$ cat src/rtl/lbdr_dr_route_unit.sv
// LBDR routing unit with deroute fallback and optional fork routing for one mesh input port.
// Ports: clk/rst; cfg_load + Rxy_in/Cx_in/Dr_in/cur_addr_in reload the config; empty/flit_id/dst_addr/grant
// come from the FIFO head and allocator; port_req/route_busy/derouted/err_* are registered outputs.
// The route is latched one cycle after a header and held until the tail is granted.
module lbdr_dr_route_unit #(
    parameter int unsigned COORD_W        = 2,
    parameter logic [2:0]  HEADER_ID      = 3'b001,
    parameter logic [2:0]  BODY_ID        = 3'b010,
    parameter logic [2:0]  TAIL_ID        = 3'b100,
    parameter bit          ENABLE_DEROUTE = 1'b1,
    parameter bit          ENABLE_FORK    = 1'b0
) (
    input  logic                   clk,
    input  logic                   rst,
    input  logic                   cfg_load,
    input  logic [7:0]             Rxy_in,
    input  logic [3:0]             Cx_in,
    input  logic [7:0]             Dr_in,
    input  logic [2*COORD_W-1:0]   cur_addr_in,
    input  logic                   empty,
    input  logic [2:0]             flit_id,
    input  logic [2*COORD_W-1:0]   dst_addr,
    input  logic                   grant,
    output logic [4:0]             port_req,
    output logic                   route_busy,
    output logic                   derouted,
    output logic                   err_unroutable,
    output logic                   err_protocol
);

    localparam int unsigned AW = 2 * COORD_W;

    localparam logic [0:0] ST_IDLE  = 1'b0;
    localparam logic [0:0] ST_ROUTE = 1'b1;

    logic [0:0]    state;
    logic [7:0]    rxy;
    logic [3:0]    cx;
    logic [7:0]    dr;
    logic [AW-1:0] cur_addr;
    // Set on route setup: the header that produced the route is still at the
    // FIFO head, so its own grant is legitimate. Only later headers are errors.
    logic          hdr_pending;

    logic [COORD_W-1:0] x_cur, y_cur, x_dst, y_dst;
    logic n1, s1, e1, w1;
    logic m_n, m_e, m_w, m_s, m_l;
    logic [4:0] min_set;
    logic [4:0] sel;
    logic [1:0] prim_dir;
    logic [1:0] dr_port;
    logic       dr_ok;
    logic [4:0] next_req;
    logic       next_der;
    logic       route_ok;
    logic       is_hdr;
    logic       is_tail;

    assign x_cur = cur_addr[COORD_W-1:0];
    assign y_cur = cur_addr[AW-1:COORD_W];
    assign x_dst = dst_addr[COORD_W-1:0];
    assign y_dst = dst_addr[AW-1:COORD_W];

    assign n1 = (y_dst < y_cur);
    assign s1 = (y_cur < y_dst);
    assign e1 = (x_cur < x_dst);
    assign w1 = (x_dst < x_cur);

    // rxy bit order: {Rsw,Rse,Rws,Rwn,Res,Ren,Rnw,Rne}; cx: {Cs,Cw,Ce,Cn}
    assign m_n = cx[0] & ((n1 & ~e1 & ~w1) | (n1 & e1 & rxy[0]) | (n1 & w1 & rxy[1]));
    assign m_e = cx[1] & ((e1 & ~n1 & ~s1) | (e1 & n1 & rxy[2]) | (e1 & s1 & rxy[3]));
    assign m_w = cx[2] & ((w1 & ~n1 & ~s1) | (w1 & n1 & rxy[4]) | (w1 & s1 & rxy[5]));
    assign m_s = cx[3] & ((s1 & ~e1 & ~w1) | (s1 & e1 & rxy[6]) | (s1 & w1 & rxy[7]));
    assign m_l = ~n1 & ~e1 & ~w1 & ~s1;

    assign min_set = {m_n, m_e, m_w, m_s, m_l};

    assign is_hdr  = |(flit_id & HEADER_ID);
    assign is_tail = |(flit_id & TAIL_ID);

    always_comb begin
        sel = 5'b00000;
        if (ENABLE_FORK) begin
            sel = min_set;
        end else if (min_set[4]) begin
            sel = 5'b10000;
        end else if (min_set[3]) begin
            sel = 5'b01000;
        end else if (min_set[2]) begin
            sel = 5'b00100;
        end else if (min_set[1]) begin
            sel = 5'b00010;
        end else begin
            sel = {4'b0000, min_set[0]};
        end
    end

    // Primary direction index uses the port numbering 0=N,1=E,2=W,3=S,
    // which also matches the Cx bit positions.
    always_comb begin
        prim_dir = 2'd2;
        if (n1) begin
            prim_dir = 2'd0;
        end else if (s1) begin
            prim_dir = 2'd3;
        end else if (e1) begin
            prim_dir = 2'd1;
        end
    end

    always_comb begin
        dr_port = dr[1:0];
        case (prim_dir)
            2'd0:    dr_port = dr[1:0];
            2'd1:    dr_port = dr[3:2];
            2'd2:    dr_port = dr[5:4];
            default: dr_port = dr[7:6];
        endcase
    end

    assign dr_ok = ENABLE_DEROUTE && cx[dr_port];

    always_comb begin
        next_req = sel;
        next_der = 1'b0;
        route_ok = 1'b1;
        if (min_set == 5'b00000) begin
            if (dr_ok) begin
                next_req = 5'b10000 >> dr_port;
                next_der = 1'b1;
            end else begin
                next_req = 5'b00000;
                route_ok = 1'b0;
            end
        end
    end

    always_ff @(posedge clk) begin
        err_unroutable <= 1'b0;
        err_protocol   <= 1'b0;
        if (rst) begin
            rxy         <= Rxy_in;
            cx          <= Cx_in;
            dr          <= Dr_in;
            cur_addr    <= cur_addr_in;
            state       <= ST_IDLE;
            port_req    <= 5'b00000;
            route_busy  <= 1'b0;
            derouted    <= 1'b0;
            hdr_pending <= 1'b0;
        end else if (state == ST_IDLE) begin
            if (cfg_load) begin
                rxy      <= Rxy_in;
                cx       <= Cx_in;
                dr       <= Dr_in;
                cur_addr <= cur_addr_in;
            end
            if (!empty) begin
                if (is_hdr) begin
                    if (route_ok) begin
                        port_req    <= next_req;
                        derouted    <= next_der;
                        route_busy  <= 1'b1;
                        hdr_pending <= 1'b1;
                        state       <= ST_ROUTE;
                    end else begin
                        err_unroutable <= 1'b1;
                    end
                end else begin
                    err_protocol <= 1'b1;
                end
            end
        end else begin
            if (grant && !empty) begin
                if (is_tail) begin
                    port_req   <= 5'b00000;
                    derouted   <= 1'b0;
                    route_busy <= 1'b0;
                    state      <= ST_IDLE;
                end else if (is_hdr && !hdr_pending) begin
                    err_protocol <= 1'b1;
                end
                hdr_pending <= 1'b0;
            end
        end
    end

endmodule

$ cat config.mk
export PLATFORM = sky130hd
export DESIGN_NAME = lbdr_dr_route_unit
export DESIGN_NICKNAME = d
export VERILOG_FILES = /design/src/rtl/lbdr_dr_route_unit.sv
export SDC_FILE = /design/constraint.sdc
export NUM_CORES = 1
export LEC_CHECK = 0
export ABC_AREA = 1
export CORE_ASPECT_RATIO = 0.5
export CORE_MARGIN = 4
export CORE_UTILIZATION = 30
export CTS_CLUSTER_SIZE = 10
export DETAILED_ROUTE_END_ITERATION = 6
export MAX_ROUTING_LAYER = met4
export PLACE_DENSITY = 0.66
export SLEW_MARGIN = 20
export SYNTH_ARGS = -nofsm -noshare
export SYNTH_HDL_FRONTEND = slang
export SYNTH_SLANG_ARGS = --single-unit
$ cat constraint.sdc
create_clock -name clk -period 5.1 [get_ports clk]
set_clock_uncertainty 0.05 [all_clocks]
set_input_delay 1.53 -clock clk [delete_from_list [all_inputs] [get_ports clk]]
set_output_delay 1.53 -clock clk [all_outputs]
set_load 0.005 [all_outputs]
### Word-level counts from Yosys, hierarchy flattened

Index checks and enable logic that the tools add are counted.

* bits in registers: 35
* latch bits: 0
* memory bits (writable): 0
* bits in read-only memories: 0
* bits of input ports: 36
* output and inout bits: 9
* word-level logic and storage cells: 134
* memories: 0

* add/sub/neg operators: 0
* multipliers: 0
* div/mod/pow operators: 0
* order comparisons: 5
* equal/unequal tests: 6
* shifts and indexed selects: 1
* muxes and demuxes: 58
* bitwise operators: 40
* reduce and logical (&&, ||, !) cells: 13

Operator list (count)
* two-way mux 5 bit: 10
* two-way mux 8 bit: 6
* two-way mux 1 bit: 29
* AND 1 bit: 27
* two-way mux 4 bit: 6
* less-than comparator 2 bit: 4
* two-way mux 2 bit: 4
* bitwise OR 1 bit: 8
* case mux 2 bit (3 select lines): 1
* nonzero test 2 bit: 3
* zero test 5 bit: 1
* inverter 1 bit: 5
* AND reduction 5 bit: 1
* >> shifter 5 x 2 -> 5 bit (first input constant): 1
* != test 2 x 1 -> 1 bit (second input constant): 2
* != test 2 bit (second input constant): 2
* AND reduction 4 bit: 1
* OR reduction 4 bit: 1
* less-than comparator 2 x 3 -> 1 bit (second input constant): 1
* two-way mux 3 bit: 1
* binary-select mux 1 bit (select 2 bit): 1
* equality test 2 x 1 -> 1 bit (second input constant): 1
* equality test 2 bit (second input constant): 1
* logical AND 1 bit: 2
* 3 further kinds: 4

### Longest topological paths before layout

* depth in word-level cells: 16
* depth in mapped cells: 18

### Worst setup path after synthesis

No wires, ideal clock.

* path kind: input to register
* start: input dst_addr[3]
* end: register port_req[1]
* setup time: 0.111 ns
* data arrival time: 3.000 ns
* required time: 4.939 ns
* slack: 1.939 ns
* cell stages on the path: 13
* buffers on the path: 0
* path through: inv_1 > ha_1 > nand2_2 > nand2_4 > or2_2 > nand3_1 > nand2_1 > nand2_2 > nand3_2 > nand2_4 > inv_4 > nor2_1 > nor2_1

* cells in the longest elaborated chain, start to end: 15
* elaborated cells on any way between the ends: 63

RTL lines
* start: declaration: RTL line 22 `input logic [2*COORD_W-1:0] dst_addr,`
* less-than comparator 2 bit (on tied branches): RTL line 65, 64
* AND 1 bit, or another cell as far along: RTL line 73 `assign m_s = cx[3] & ((s1 & ~e1 & ~w1) | (s1 & e1 & rxy[6]) | (s1 & w1 & rxy[7]));`
* AND 1 bit (on tied branches): RTL line 73, 72
* bitwise OR 1 bit or AND 1 bit (tied branches): RTL line 73, 72
* bitwise OR 1 bit (on tied branches): RTL line 73, 72
* AND 1 bit or bitwise OR 1 bit (tied branches): RTL line 73, 72
* two-way mux 2 bit or AND 1 bit (tied branches): RTL line 91, 72
* two-way mux 3 bit: RTL line 89 `end else if (min_set[2]) begin`
* two-way mux 5 bit: RTL line 87 `end else if (min_set[3]) begin`
* two-way mux 5 bit: RTL line 85 `end else if (min_set[4]) begin`
* two-way mux 5 bit: RTL line 127 `if (min_set == 5'b00000) begin`
* two-way mux 5 bit: RTL line 160 `if (route_ok) begin`
* two-way mux 5 bit: RTL line 159 `if (is_hdr) begin`
* two-way mux 5 bit: RTL line 158 `if (!empty) begin`
* two-way mux 5 bit: RTL line 151 `end else if (state == ST_IDLE) begin`
* end signal: assignment: RTL line 161 `port_req <= next_req;`
* end: declaration: RTL line 24 `output logic [4:0] port_req,`

Parallel ways exist; a longest one is shown, timed or not. The select of a mux whose other input is x is not followed.
A chain may end at the register's enable or synchronous reset.

### Worst setup path in the final report

* start: input dst_addr[3]
* end: register port_req[2]

* cells in the longest elaborated chain, start to end: 15
* elaborated cells on any way between the ends: 62

RTL lines
* branches (longest 15 deep; another with less-than comparator 2 bit)

Parallel ways; which one is timed is not known. The select of a mux whose other input is x is not followed.

==> qor.yml <==
status: "finished clean"
cts_max_level: 2
slowest_delay_ns: 0.45
synth_area_leader_cell: "edfxtp_1"
path_class: "primary input to register"
yosysMostFrequentCell: "nand2_1"
min_period_ns: 3.587
synth-edff-count: 24
dr.pass1.iters: 4
rows: 19
slew_headroom_pct: 35.40
powerDensity_nw_per_um2: 350.7
via_per_inst: 4.313
stdcell_area_sq_um: 2407
hold_start: "derouted$_SDFFE_PP0P_"
clk_pin_slew_worst_paths_ns: 0.05
synth-seq-cells: 35
rr_endpoint: "port_req[2]$_SDFFE_PP0P_"
ff2ff_setup_slack_ns: 2.87
cts_root_buffer: "clkbuf_16"
cp_cell_sequence: "clkdlybuf4s50_1 > inv_1 > ha_1 > nand2_2 > nand2_4 > inv_2 > nor2_1 > nand2_1 > nand4_2 > nand2_1 > nand2_2 > nand2_4 > nand3_2 > nand2_4 > inv_4 > nor2_1 > nor2_1"
reg2regPathDepth: 14
synthToLayoutAreaGrowth_pct: 37.72
hp-class: "register to register"
ios: 45
gp_congestion: 0.8303
post_cts_resized: 0
ctsHoldBuffers: 0
port_buffers: 43
crit_path_max_fanout: 8
place_ws_ns: 1.219
drt_wl_total_um: 3574
drtIter0Drc: 42
fin_tns_setup_ns: 0
grt_max_degree: 25
netlist_area_sq_um: 1748
clock_latency_ns: 0.28
start_util_pct: 31.42
r2r-start: "cur_addr[3]$_DFFE_PP_"
synth_seq_area_share_pct: 53.83
leakagePower_nw: 1.035
fmax_mhz: 278.8
antennaDiodeCount: 0
grt_overflow: 0
die_area_sq_um: 7186
ys_async_sr_fraction_pct: 0
synth_top_area_share_pct: 41.23
synthDistinctLibCells: 25
yosysWarningCount: 0
track_usage_pct: 10.60
hold_viol: 0
ys.flop_type: "edfxtp_1"
synthTopCellsByArea: "edfxtp_1, dfxtp_1, nand2_1"
ir_drop_mv: 0.1430
clock_sinks: 35
rsz0062_at_grt: "false"
fin_hold_ws_ns: 0.4250
tightest_slew_ns: 0.9666
cap_violations: 0
drive_gt1_share_pct: 15.00
end_kind: "register"
crit_path_start_kind: "primary input"
wl_per_cell_um: 11.42
first_global_vias: 1292
route.vias.total: 1350
worstPathRequired_ns: 5.22
grt_pass1_wl_um: 5651
drv_slew: 0
post_dp_cell_area_sq_um: 2262
slowest_stage: "clkdlybuf4s50_1"
cts_buffers: 5
die_x_um: 116.0
synth_fp_nets: 230
finalWorstSetupSlack_ns: 1.513
postCtsSetupRepairBufs: 0
arrival_ns: 3.71
cts_buffer_depth: 2
synthTopCellsByCount: "nand2_1, edfxtp_1, nor2_1, inv_1, dfxtp_1"
whs_path_depth: 2
syn_inst: 190
setup_violations: 0
drc: 0
core_sq_um: 5563
cts_tree: "built"
ant_nets: 0
syn_area_per_cell_sq_um: 9.200
die_h_um: 61.98
antenna_found_initial: 0
hold_end: "derouted$_SDFFE_PP0P_"
post-route-period-util_pct: 70.34
hpwl_um: 2764
nNetsFinal: 279
==> stage by stage <==
stage / instances / utilization [%] / total power, mW
2_1_floorplan: 190 / - / 0.4806
3_3_place_gp: 305 / 40.67 / 0.5512
3_5_place_dp: 305 / 40.67 / 0.5572
4_1_cts: 313 / 43.27 / 0.8499
5_1_grt: 313 / 43.27 / 0.8895
6_report: 313 / 43.27 / 0.8442
==> sequential cells by signal, indices dropped and copies added (netlist names) <==
signal / count
state: 1
rxy: 8
hdr_pending: 1
err_protocol: 1
cx: 4
port_req: 5
dr: 8
route_busy: 1
derouted: 1
cur_addr: 4
err_unroutable: 1
==> critical path: cells and delay by family <==
kind          cells  cell delay [ns]
buf+inv           4             0.66
simple gates     12             1.19
fa+ha+maj         1             0.32
==> layout by cell type, fill, tap and decap left out, drive strengths merged, types with 2 or more instances in the layout <==
master and n:
nand2 55, nand3b 6, clkbuf 5, edfxtp 24, inv 28, nand4 5, nand3 11, nor2 26
ha 4, a21oi 10, dfxtp 11, clkdlybuf4s50 43, o21ai 7, clkinv 2
==> where the power goes <==
group,switching (mW),total (mW),internal [mW]
Sequential,0.0137,0.349,0.335
Combinational,0.109,0.202,0.0923
Clock,0.114,0.294,0.180
Total,0.237,0.844,0.607
==> per-layer routing <==
layer / GRT usage, % / wire length (um) / share of wire, % / vias up
li1: - / - / - / 716
met1: 13.46 / 1726 / 48 / 603
met2: 16.43 / 1620 / 45 / 29
met3: 2.901 / 189 / 5.3 / 2
met4: 3.967 / 38 / 1.1 / 0
met5: - / 0 / 0 / -
==> layout make-up <==
class | count | area [sq um]
Timing Repair Buffer | 43 | 430.4
Clock buffer | 5 | 125.1
Tap cell | 73 | 91.34
Inverter | 28 | 107.6
Fill cell | 529 | 3156
Sequential cell | 35 | 940.9
Multi-Input combinational cell | 126 | 691.9
Clock inverter | 3 | 20.02
==> cell families after synthesis <==
group | Yosys count | share of synthesized area [%]
fa+ha+maj | 4 | 2.863
compound gates | 17 | 6.801
simple gates | 105 | 29.92
buf+inv | 29 | 6.586
flops | 35 | 53.83
==> how the worst max path moves through the flow <==
stage / start / to / slack, ns / cells after the start
floorplan: dst_addr[3] / port_req[1]$_SDFFE_PP0P_ / 1.94 / 13
global placement: dst_addr[3] / port_req[4]$_SDFFE_PP0P_ / 1.28 / 17
detailed placement: dst_addr[3] / port_req[2]$_SDFFE_PP0P_ / 1.22 / 17
CTS: dst_addr[3] / port_req[2]$_SDFFE_PP0P_ / 1.49 / 17
global route: dst_addr[3] / port_req[1]$_SDFFE_PP0P_ / 1.30 / 17
finish: dst_addr[3] / port_req[2]$_SDFFE_PP0P_ / 1.51 / 17
No activity file was read; power rests on OpenSTA's default activity.
